[config.mk]
export PLATFORM = sky130hd
export DESIGN_NAME = imem_fetch_ctrl
export DESIGN_NICKNAME = d
export VERILOG_FILES = /design/src/rtl/imem_fetch_ctrl.sv
export SDC_FILE = /design/constraint.sdc
export NUM_CORES = 1
export LEC_CHECK = 0
export CAP_MARGIN = 20
export CORE_ASPECT_RATIO = 0.9
export CORE_MARGIN = 5
export CORE_UTILIZATION = 54
export DETAILED_ROUTE_END_ITERATION = 8
export GPL_TIMING_DRIVEN = 0
export PLACE_DENSITY_LB_ADDON = 0.12
export SYNTH_ARGS = -nofsm -noshare
export SYNTH_HDL_FRONTEND = slang
export SYNTH_SLANG_ARGS = --single-unit
[constraint.sdc]
create_clock -name clk -period 12.45 [get_ports clk]
set_input_delay 2.49 -clock clk [delete_from_list [all_inputs] [get_ports clk]]
set_output_delay 2.49 -clock clk [all_outputs]
set_load 0.01 [all_outputs]
[src/rtl/imem_fetch_ctrl.sv]
// rtl/imem_fetch_ctrl.sv - instruction fetch controller with prefetch FIFO
// Drives a combinational imem, queues {pc, instr} pairs and hands them to decode.
module imem_fetch_ctrl #(
  parameter logic [31:0] RESET_PC = 32'h0000_0000,
  parameter int          DEPTH    = 2
) (
  input  logic        clk,
  input  logic        rst,
  output logic [31:0] imem_addr,
  input  logic [31:0] imem_instr,
  input  logic        halt,
  input  logic        redirect_valid,
  input  logic [31:0] redirect_pc,
  output logic        out_valid,
  input  logic        out_ready,
  output logic [31:0] out_instr,
  output logic [31:0] out_pc,
  output logic [31:0] fetch_cnt
);

  localparam int PW = $clog2(DEPTH);
  localparam logic [PW:0] FULL_CNT = (PW+1)'(DEPTH);

  localparam logic [1:0] ST_RUN    = 2'd0;
  localparam logic [1:0] ST_STALL  = 2'd1;
  localparam logic [1:0] ST_HALTED = 2'd2;

  logic [1:0]    state_q, state_d;
  logic [31:0]   fetch_pc_q, fetch_pc_d;
  logic [31:0]   fetch_cnt_q, fetch_cnt_d;
  logic [PW-1:0] wr_ptr_q, wr_ptr_d;
  logic [PW-1:0] rd_ptr_q, rd_ptr_d;
  logic [PW:0]   count_q, count_d;
  logic [31:0]   pc_mem_q [DEPTH];
  logic [31:0]   pc_mem_d [DEPTH];
  logic [31:0]   instr_mem_q [DEPTH];
  logic [31:0]   instr_mem_d [DEPTH];

  logic empty, full, pop, push;
  logic redirect_lsb_unused;

  assign redirect_lsb_unused = ^redirect_pc[1:0];

  assign empty     = (count_q == '0);
  assign full      = (count_q == FULL_CNT);
  assign pop       = !empty && out_ready;
  assign push      = (state_q == ST_RUN) && !redirect_valid && (!full || pop);

  assign imem_addr = fetch_pc_q;
  assign out_valid = !empty;
  assign out_pc    = empty ? 32'h0 : pc_mem_q[rd_ptr_q];
  assign out_instr = empty ? 32'h0 : instr_mem_q[rd_ptr_q];
  assign fetch_cnt = fetch_cnt_q;

  always_comb begin
    fetch_pc_d  = fetch_pc_q;
    fetch_cnt_d = fetch_cnt_q;
    wr_ptr_d    = wr_ptr_q;
    rd_ptr_d    = rd_ptr_q;
    count_d     = count_q;
    pc_mem_d    = pc_mem_q;
    instr_mem_d = instr_mem_q;

    // A redirect wins over everything: flush, drop any pop, restart at the target.
    if (redirect_valid) begin
      fetch_pc_d = {redirect_pc[31:2], 2'b00};
      wr_ptr_d   = '0;
      rd_ptr_d   = '0;
      count_d    = '0;
    end else begin
      if (push) begin
        pc_mem_d[wr_ptr_q]    = fetch_pc_q;
        instr_mem_d[wr_ptr_q] = imem_instr;
        wr_ptr_d              = wr_ptr_q + PW'(1);
        fetch_pc_d            = fetch_pc_q + 32'd4;
        fetch_cnt_d           = fetch_cnt_q + 32'd1;
      end
      if (pop) begin
        rd_ptr_d = rd_ptr_q + PW'(1);
      end
      case ({push, pop})
        2'b10:   count_d = count_q + (PW+1)'(1);
        2'b01:   count_d = count_q - (PW+1)'(1);
        default: count_d = count_q;
      endcase
    end
  end

  always_comb begin
    state_d = state_q;
    case (state_q)
      ST_RUN: begin
        if (halt)                                  state_d = ST_HALTED;
        else if (full && !pop && !redirect_valid)  state_d = ST_STALL;
      end
      ST_STALL: begin
        if (halt)                                        state_d = ST_HALTED;
        else if (redirect_valid || (count_q < FULL_CNT)) state_d = ST_RUN;
      end
      ST_HALTED: begin
        // A redirect while halted only moves the PC; release needs a quiet cycle.
        if (!halt && !redirect_valid) state_d = ST_RUN;
      end
      default: state_d = ST_RUN;
    endcase
  end

  always_ff @(posedge clk) begin
    if (rst) begin
      state_q     <= ST_RUN;
      fetch_pc_q  <= RESET_PC;
      fetch_cnt_q <= 32'h0;
      wr_ptr_q    <= '0;
      rd_ptr_q    <= '0;
      count_q     <= '0;
    end else begin
      state_q     <= state_d;
      fetch_pc_q  <= fetch_pc_d;
      fetch_cnt_q <= fetch_cnt_d;
      wr_ptr_q    <= wr_ptr_d;
      rd_ptr_q    <= rd_ptr_d;
      count_q     <= count_d;
    end
  end

  always_ff @(posedge clk) begin
    pc_mem_q    <= pc_mem_d;
    instr_mem_q <= instr_mem_d;
  end

endmodule

# Yosys cells after proc, flatten, opt, wreduce, memory -nomap -nowiden

Cells that the tools add are included.

Reductions and logical operators: 21
Add/sub/neg operators: 6
Equal/unequal tests: 8
Bitwise gates (word level): 3
Multiplexer cells: 21
Magnitude comparators: 4

Operators with widths:

| cell                                                       | number |
|---|---|
| two-way mux 32 bit                                         | 11 |
| bitwise mux 64 bit                                         | 2 |
| adder 32 x 1 -> 32 bit, second input constant              | 1 |
| adder 32 x 3 -> 32 bit, second input constant              | 1 |
| demux 32 bit (select 1 bit)                                | 1 |
| two-way mux 2 bit                                          | 5 |
| logical AND 1 bit                                          | 7 |
| equality test 2 bit, second input constant                 | 3 |
| one-hot mux 2 bit (3 select lines)                         | 1 |
| zero test 1 bit                                            | 5 |
| equality test 2 x 1 -> 1 bit, second input constant        | 2 |
| greater-or-equal comparator 2 bit, second input constant   | 2 |
| zero test 2 bit                                            | 2 |
| inverter 1 -> 2 bit                                        | 2 |
| one-hot mux 2 bit (2 select lines)                         | 1 |
| nonzero test 2 bit                                         | 2 |
| inequality test 3 x 2 -> 1 bit, second input constant      | 1 |
| inequality test 3 bit, second input constant               | 1 |
| AND reduction 3 bit                                        | 1 |
| adder 1 bit, second input constant                         | 2 |
| adder 2 x 1 -> 2 bit, second input constant                | 1 |
| logical OR 1 bit                                           | 2 |
| less-than comparator 2 x 1 -> 1 bit, second input constant | 1 |
| less-than comparator 2 bit, second input constant          | 1 |
| 5 further kinds                                            | 5 |

Output and inout port bits: 129
Logic and storage cells: 74
Flip-flop bits (word level): 198
Input bits: 69

# Logic depth before layout (Yosys ltp)

Word-level depth: 9
Depth in mapped cells: 8
Gate-level depth less buffers: 7

# Least setup slack after synthesis

OpenSTA, ideal clock, no wires.

Path kind: input -> register
From: input port redirect_valid
To: register instr_mem_q[32] (netlist bit) (enable)
Data required time: 11.968 ns
Arrival: 5.581 ns
Setup time: 0.482 ns
Setup slack: 6.387 ns
Buffers on the path: 1
Cell stages on the path: 5
Cells stage by stage: clkinv_1 > and3_1 > buf_4 > inv_2 > nor2_1

Longest elaborated chain between the ends: 4

RTL lines:

| what                                     | RTL line | source |
|---|---|---|
| start: declaration                       | 12       | `input logic redirect_valid,` |
| zero test 1 bit                          | 47       | `assign push = (state_q == ST_RUN) && !redirect_valid && (!full \|\| pop);` |
| logical AND 1 bit (2 in series)          | 47       |  |
| AND reduction 2 bit (no source line) (*) | --       |  |
| end signal: assignment                   | 128      | `instr_mem_q <= instr_mem_d;` |
| end: declaration                         | 36       | `logic [31:0] instr_mem_q [DEPTH];` |

Mark *: on every way between the ends. The rest lies on a longest branch, timed or not.
A chain may end at the register's enable or synchronous reset.

# Worst setup path in the final report

From: register rd_ptr_q
To: output port out_instr[14]

Longest elaborated chain between the ends: 5

RTL lines:

| what                                                   | RTL line | source |
|---|---|---|
| start: declaration                                     | 32       | `logic [PW-1:0] rd_ptr_q, rd_ptr_d;` |
| start signal: assignment                               | 121      | `rd_ptr_q <= rd_ptr_d;` |
| inverter 1 -> 2 bit (implied by the code)              | 52       | `assign out_instr = empty ? 32'h0 : instr_mem_q[rd_ptr_q];` |
| two-way mux 32 bit (implied by the code) (3 in series) | 52       |  |
| two-way mux 32 bit                                     | 52       |  |
| end: declaration                                       | 16       | `output logic [31:0] out_instr,` |

Every way passes these cells. The select of a mux whose other input is x is not followed.

==> results_tabular.tex <==
\begin{tabular}{lr}
\hline
Metric & Value \\
\hline
\multicolumn{2}{l}{\textbf{Place}} \\
\quad HPWL after detailed placement & 14,100 µm \\
\quad Count of input and output buffers & 190 \\
\quad Routability congestion estimate from global placement & 0.867 \\
\quad Post-placement cell count & 1,083 \\
\quad Area post-placement & 0.0105 mm² \\
\quad Setup slack after placement & 7.46 ns \\
\multicolumn{2}{l}{\textbf{Synth}} \\
\quad Complex-gate fraction of the synthesized area & 0.0414 \\
\quad EDFF count, synth & 124 \\
\quad Syn Inst Count & 686 \\
\quad Dominant combinational cell family by area after synthesis & simple AND/OR/NAND/NOR gates \\
\quad Top cell type's share of synthesized area & 0.450 \\
\quad Yosys reg bits & 192 \\
\quad Ranking of synthesized cells by area & sky130\_fd\_sc\_hd\_\_edfxtp\_1 (45\%), sky130\_fd\_sc\_hd\_\_dfxtp\_1 (16\%), sky130\_fd\_sc\_hd\_\_mux2i\_1 (7.7\%) \\
\quad Post-synthesis share of cell area spent on xor and xnor gates & 0.0582 \\
\quad Post-synthesis async set-or-reset flop share & 0 \\
\quad Count of distinct cell types in the synthesized netlist & 48 \\
\quad Arithmetic-cell share of the synthesized area counting full adders, half adders and majority gates & 0.00454 \\
\quad Mean instance size in the synthesized netlist & 12.1 µm² \\
\quad Cell type with the highest aggregate area in the netlist & sky130\_fd\_sc\_hd\_\_edfxtp\_1 \\
\quad Most frequently used cell type in the post-synthesis netlist & sky130\_fd\_sc\_hd\_\_edfxtp\_1 \\
\quad Primary FF master, synth & sky130\_fd\_sc\_hd\_\_edfxtp\_1 \\
\quad Multiplexer share of the synthesized area & 0.0774 \\
\quad Synthesized cell area & 0.00827 mm² \\
\quad Simple-gate share of the synthesized area & 0.170 \\
\quad Most common library cells after synthesis & sky130\_fd\_sc\_hd\_\_edfxtp\_1 (124), sky130\_fd\_sc\_hd\_\_nor2\_1 (119), sky130\_fd\_sc\_hd\_\_dfxtp\_1 (68) \\
\quad Sequential share of the synthesized area & 0.615 \\
\quad Synth Warn \# & 0 \\
\multicolumn{2}{l}{\textbf{Clock tree}} \\
\quad Number of buffers created by CTS & 17 \\
\quad CTS tree & built \\
\quad Clock slew seen by the registers of the worst setup and hold paths & 0.07 ns \\
\quad Post-CTS sizing & 0 \\
\quad H-tree depth & 4 \\
\quad CTS hold repair buffers & 0 \\
\quad Clock root buffer & sky130\_fd\_sc\_hd\_\_clkbuf\_16 \\
\quad Maximum number of buffers from clock root to sink & 2 \\
\quad Clock latency on the worst-skew pair & 0.43 ns \\
\quad Sink count of the clock tree & 192 \\
\quad Setup Buffers After CTS & 0 \\
\multicolumn{2}{l}{\textbf{Job}} \\
\quad Count of max-cap constraint violations & 0 \\
\multicolumn{2}{l}{\textbf{Detailed routing}} \\
\quad Via total after detailed routing & 5,964 \\
\quad Number of nets still failing antenna checks after routing & 0 \\
\quad Routed wire length & 19,900 µm \\
\quad Drt wl/cell & 17.8 µm \\
\quad Initial DRC count & 319 \\
\quad Total iterations of the first detailed-routing run & 5 \\
\quad Number of remaining DRC errors & 0 \\
\quad Mean number of vias per cell & 5.35 \\
\multicolumn{2}{l}{\textbf{Power and ir drop}} \\
\quad Net switching power figure & 342 µW \\
\quad Final Power & 1.41 mW \\
\quad Power per standard cell area & 127 mW/mm² \\
\quad Relative contribution of sequential cells to total power & 0.515 \\
\quad Clock network fraction of design power & 0.386 \\
\quad Static leakage power & 3.58 nW \\
\quad Proportion of power drawn by combinational gates & 0.098 \\
\quad Maximum VDD drop & 99.0 µV \\
\quad Switching power share of the total & 0.243 \\
\quad Internal Power & 1.06 mW \\
\multicolumn{2}{l}{\textbf{STA}} \\
\quad Max frequency & 196 MHz \\
\quad Hold Vio Cnt, Final & 0 \\
\quad Final Setup Violations & 0 \\
\quad Worst-case setup margin in the final layout & 7.34 ns \\
\quad Setup repair after global routing missed its margin & false \\
\quad Tmin final & 5.11 ns \\
\quad Slew at the pin closest to its max-slew limit & 0.895 ns \\
\quad Share of the clock period used by the worst path after layout & 0.410 \\
\quad Slew headroom & 0.404 \\
\quad Post-Route Skew & 0.0109 ns \\
\quad Setup TNS after final layout & 0 ns \\
\quad Max Slew Vio Count & 0 \\
\multicolumn{2}{l}{\textbf{GRT}} \\
\quad Via count of the first global-routing pass & 5,971 \\
\quad Fraction of met1 tracks used by global routing & 0.282 \\
\quad Initial antenna violation count & 0 \\
\quad Global-route wire length before repair & 31,100 µm \\
\quad Gr usage total & 0.221 \\
\quad Met3 Use GR & 0.0621 \\
\quad Most Used Layer, Global Route & met2 \\
\quad M2 GR Usage & 0.372 \\
\quad Aggregate global routing overflow & 0 \\
\quad Largest net degree at the start of global routing & 63 \\
\multicolumn{2}{l}{\textbf{Setup path}} \\
\quad Startpoint of the worst register-to-register path & state\_q[1]\$\_SDFFE\_PP0P\_ \\
\quad Start-to-end type of the worst setup path & register to output port \\
\quad Crit-path slowest cell & sky130\_fd\_sc\_hd\_\_buf\_1 \\
\quad Crit-path max FO & 10 \\
\quad Endpoint arrival time on the critical path & 2.62 ns \\
\quad Crit path buffers/inverters & 3 \\
\quad Type of element capturing the critical path & output port \\
\quad Family with the most delay on the worst path & buffers and inverters \\
\quad Launching instance or port of the critical path & rd\_ptr\_q\$\_SDFFE\_PP0P\_ \\
\quad Slowest stage delay, CP & 0.60 ns \\
\quad Ordered list of cells on the worst path & clkbuf\_1, buf\_1, mux2i\_1, nor2\_1, clkdlybuf4s50\_1 \\
\quad Critical Path Start Type & register \\
\quad Required time of the critical path & 9.96 ns \\
\multicolumn{2}{l}{\textbf{Min path}} \\
\quad Worst Hold Launch & count\_q[1]\$\_SDFFE\_PP0P\_ \\
\quad Worst hold-check path type & register to register \\
\multicolumn{2}{l}{\textbf{Finish}} \\
\quad Total number of nets in the final design & 972 \\
\quad Fraction of layout instances using a drive strength above 1 & 0.0909 \\
\quad Number of antenna cells inserted & 0 \\
\quad Count of placed standard cells in the final layout, fillers left out & 1,115 \\
\quad Area growth syn-to-layout & 34.0\% \\
\quad Finished Cell Area & 0.0111 mm² \\
\multicolumn{2}{l}{\textbf{Floorplan}} \\
\quad Number of top-level design ports & 198 \\
\quad Die boundary height & 127 µm \\
\quad Chip Width & 140 µm \\
\quad Site row count & 43 \\
\quad Floorplan Core Area & 0.0152 mm² \\
\quad Initial cell density of the core & 0.543 \\
\quad Die area & 0.0179 mm² \\
\multicolumn{2}{l}{\textbf{Run status}} \\
\quad Status & completed \\
\hline
\end{tabular}
==> power by group through the flow <==
stage                     sequential, mW  combinational (mW)  clock (mW)
after floorplan                    0.738              0.0584           0
after global placement             0.739               0.133           0
after detailed placement           0.739               0.139           0
after CTS                          0.725               0.140       0.554
after global routing               0.728               0.149       0.582
final                              0.725               0.138       0.543
==> final timing paths <==
| check | slack, ns | endpoint | cells after the start |
|---|---|---|---|
| worst max-delay path | 7.34 | out_instr[14] | 5 |
| worst max register to register | 10.04 | instr_mem_q[46]$_DFFE_PP_ | 7 |
| worst min register to register | 0.50 | state_q[0]$_SDFFE_PP0P_ | 1 |
| worst min-delay path | 0.50 | state_q[0]$_SDFFE_PP0P_ | 1 |
==> stage by stage <==
step | util | hold slack [ns]
finish | 0.728 | 0.502
global route | 0.728 | 0.522
CTS | 0.728 | 0.499
detailed placement | 0.689 | 0.481
global placement | 0.686 | 0.474
floorplan | - | 0.456
==> registers in the layout, indices dropped and copies added (netlist names) <==
name / count
instr_mem_q: 64
pc_mem_q: 60
imem_addr: 30
wr_ptr_q: 1
rd_ptr_q: 1
count_q: 2
fetch_cnt: 32
state_q: 2
==> cell type report <==
type | instances | area, µm²
Tap cell | 202 | 253
Clock buffer | 17 | 425
Fill cell | 1065 | 4140
Clock inverter | 15 | 166
Sequential cell | 192 | 5080
Multi-Input combinational cell | 439 | 2930
Timing Repair Buffer | 192 | 1950
Inverter | 16 | 60.1
Buffer | 42 | 215
==> logic make-up (layout without fill, tap and decap cells) <==
family                     after synthesis  after routing
buffers and inverters                   58            282
other                                    1              4
and+or+nand+nor                        260            260
muxes                                   64             64
xor gates and xnor gates                55             55
DFF                                    192            192
adders and majority gates                3              3
AOI/OAI and AO/OA                       53             53
==> layout by cell type (no fill, tap or decap), types with 18 or more instances in the layout <==
cell type | synthesis | routed
sky130_fd_sc_hd__clkbuf_1 | 22 | 22
sky130_fd_sc_hd__clkdlybuf4s50_1 | 0 | 190
sky130_fd_sc_hd__edfxtp_1 | 124 | 124
sky130_fd_sc_hd__nand2_1 | 35 | 35
sky130_fd_sc_hd__mux2i_1 | 64 | 64
sky130_fd_sc_hd__xnor2_1 | 51 | 51
sky130_fd_sc_hd__a21oi_1 | 18 | 18
sky130_fd_sc_hd__nand3_1 | 22 | 22
sky130_fd_sc_hd__nor2_1 | 119 | 118
sky130_fd_sc_hd__dfxtp_1 | 68 | 68
==> routing by layer <==
layer,vias up,routed length [µm]
met5,-,0
met4,0,272
met3,21,1260
met2,203,9860
met1,2862,8520
li1,2878,-
No activity file was read; power rests on OpenSTA's default activity.
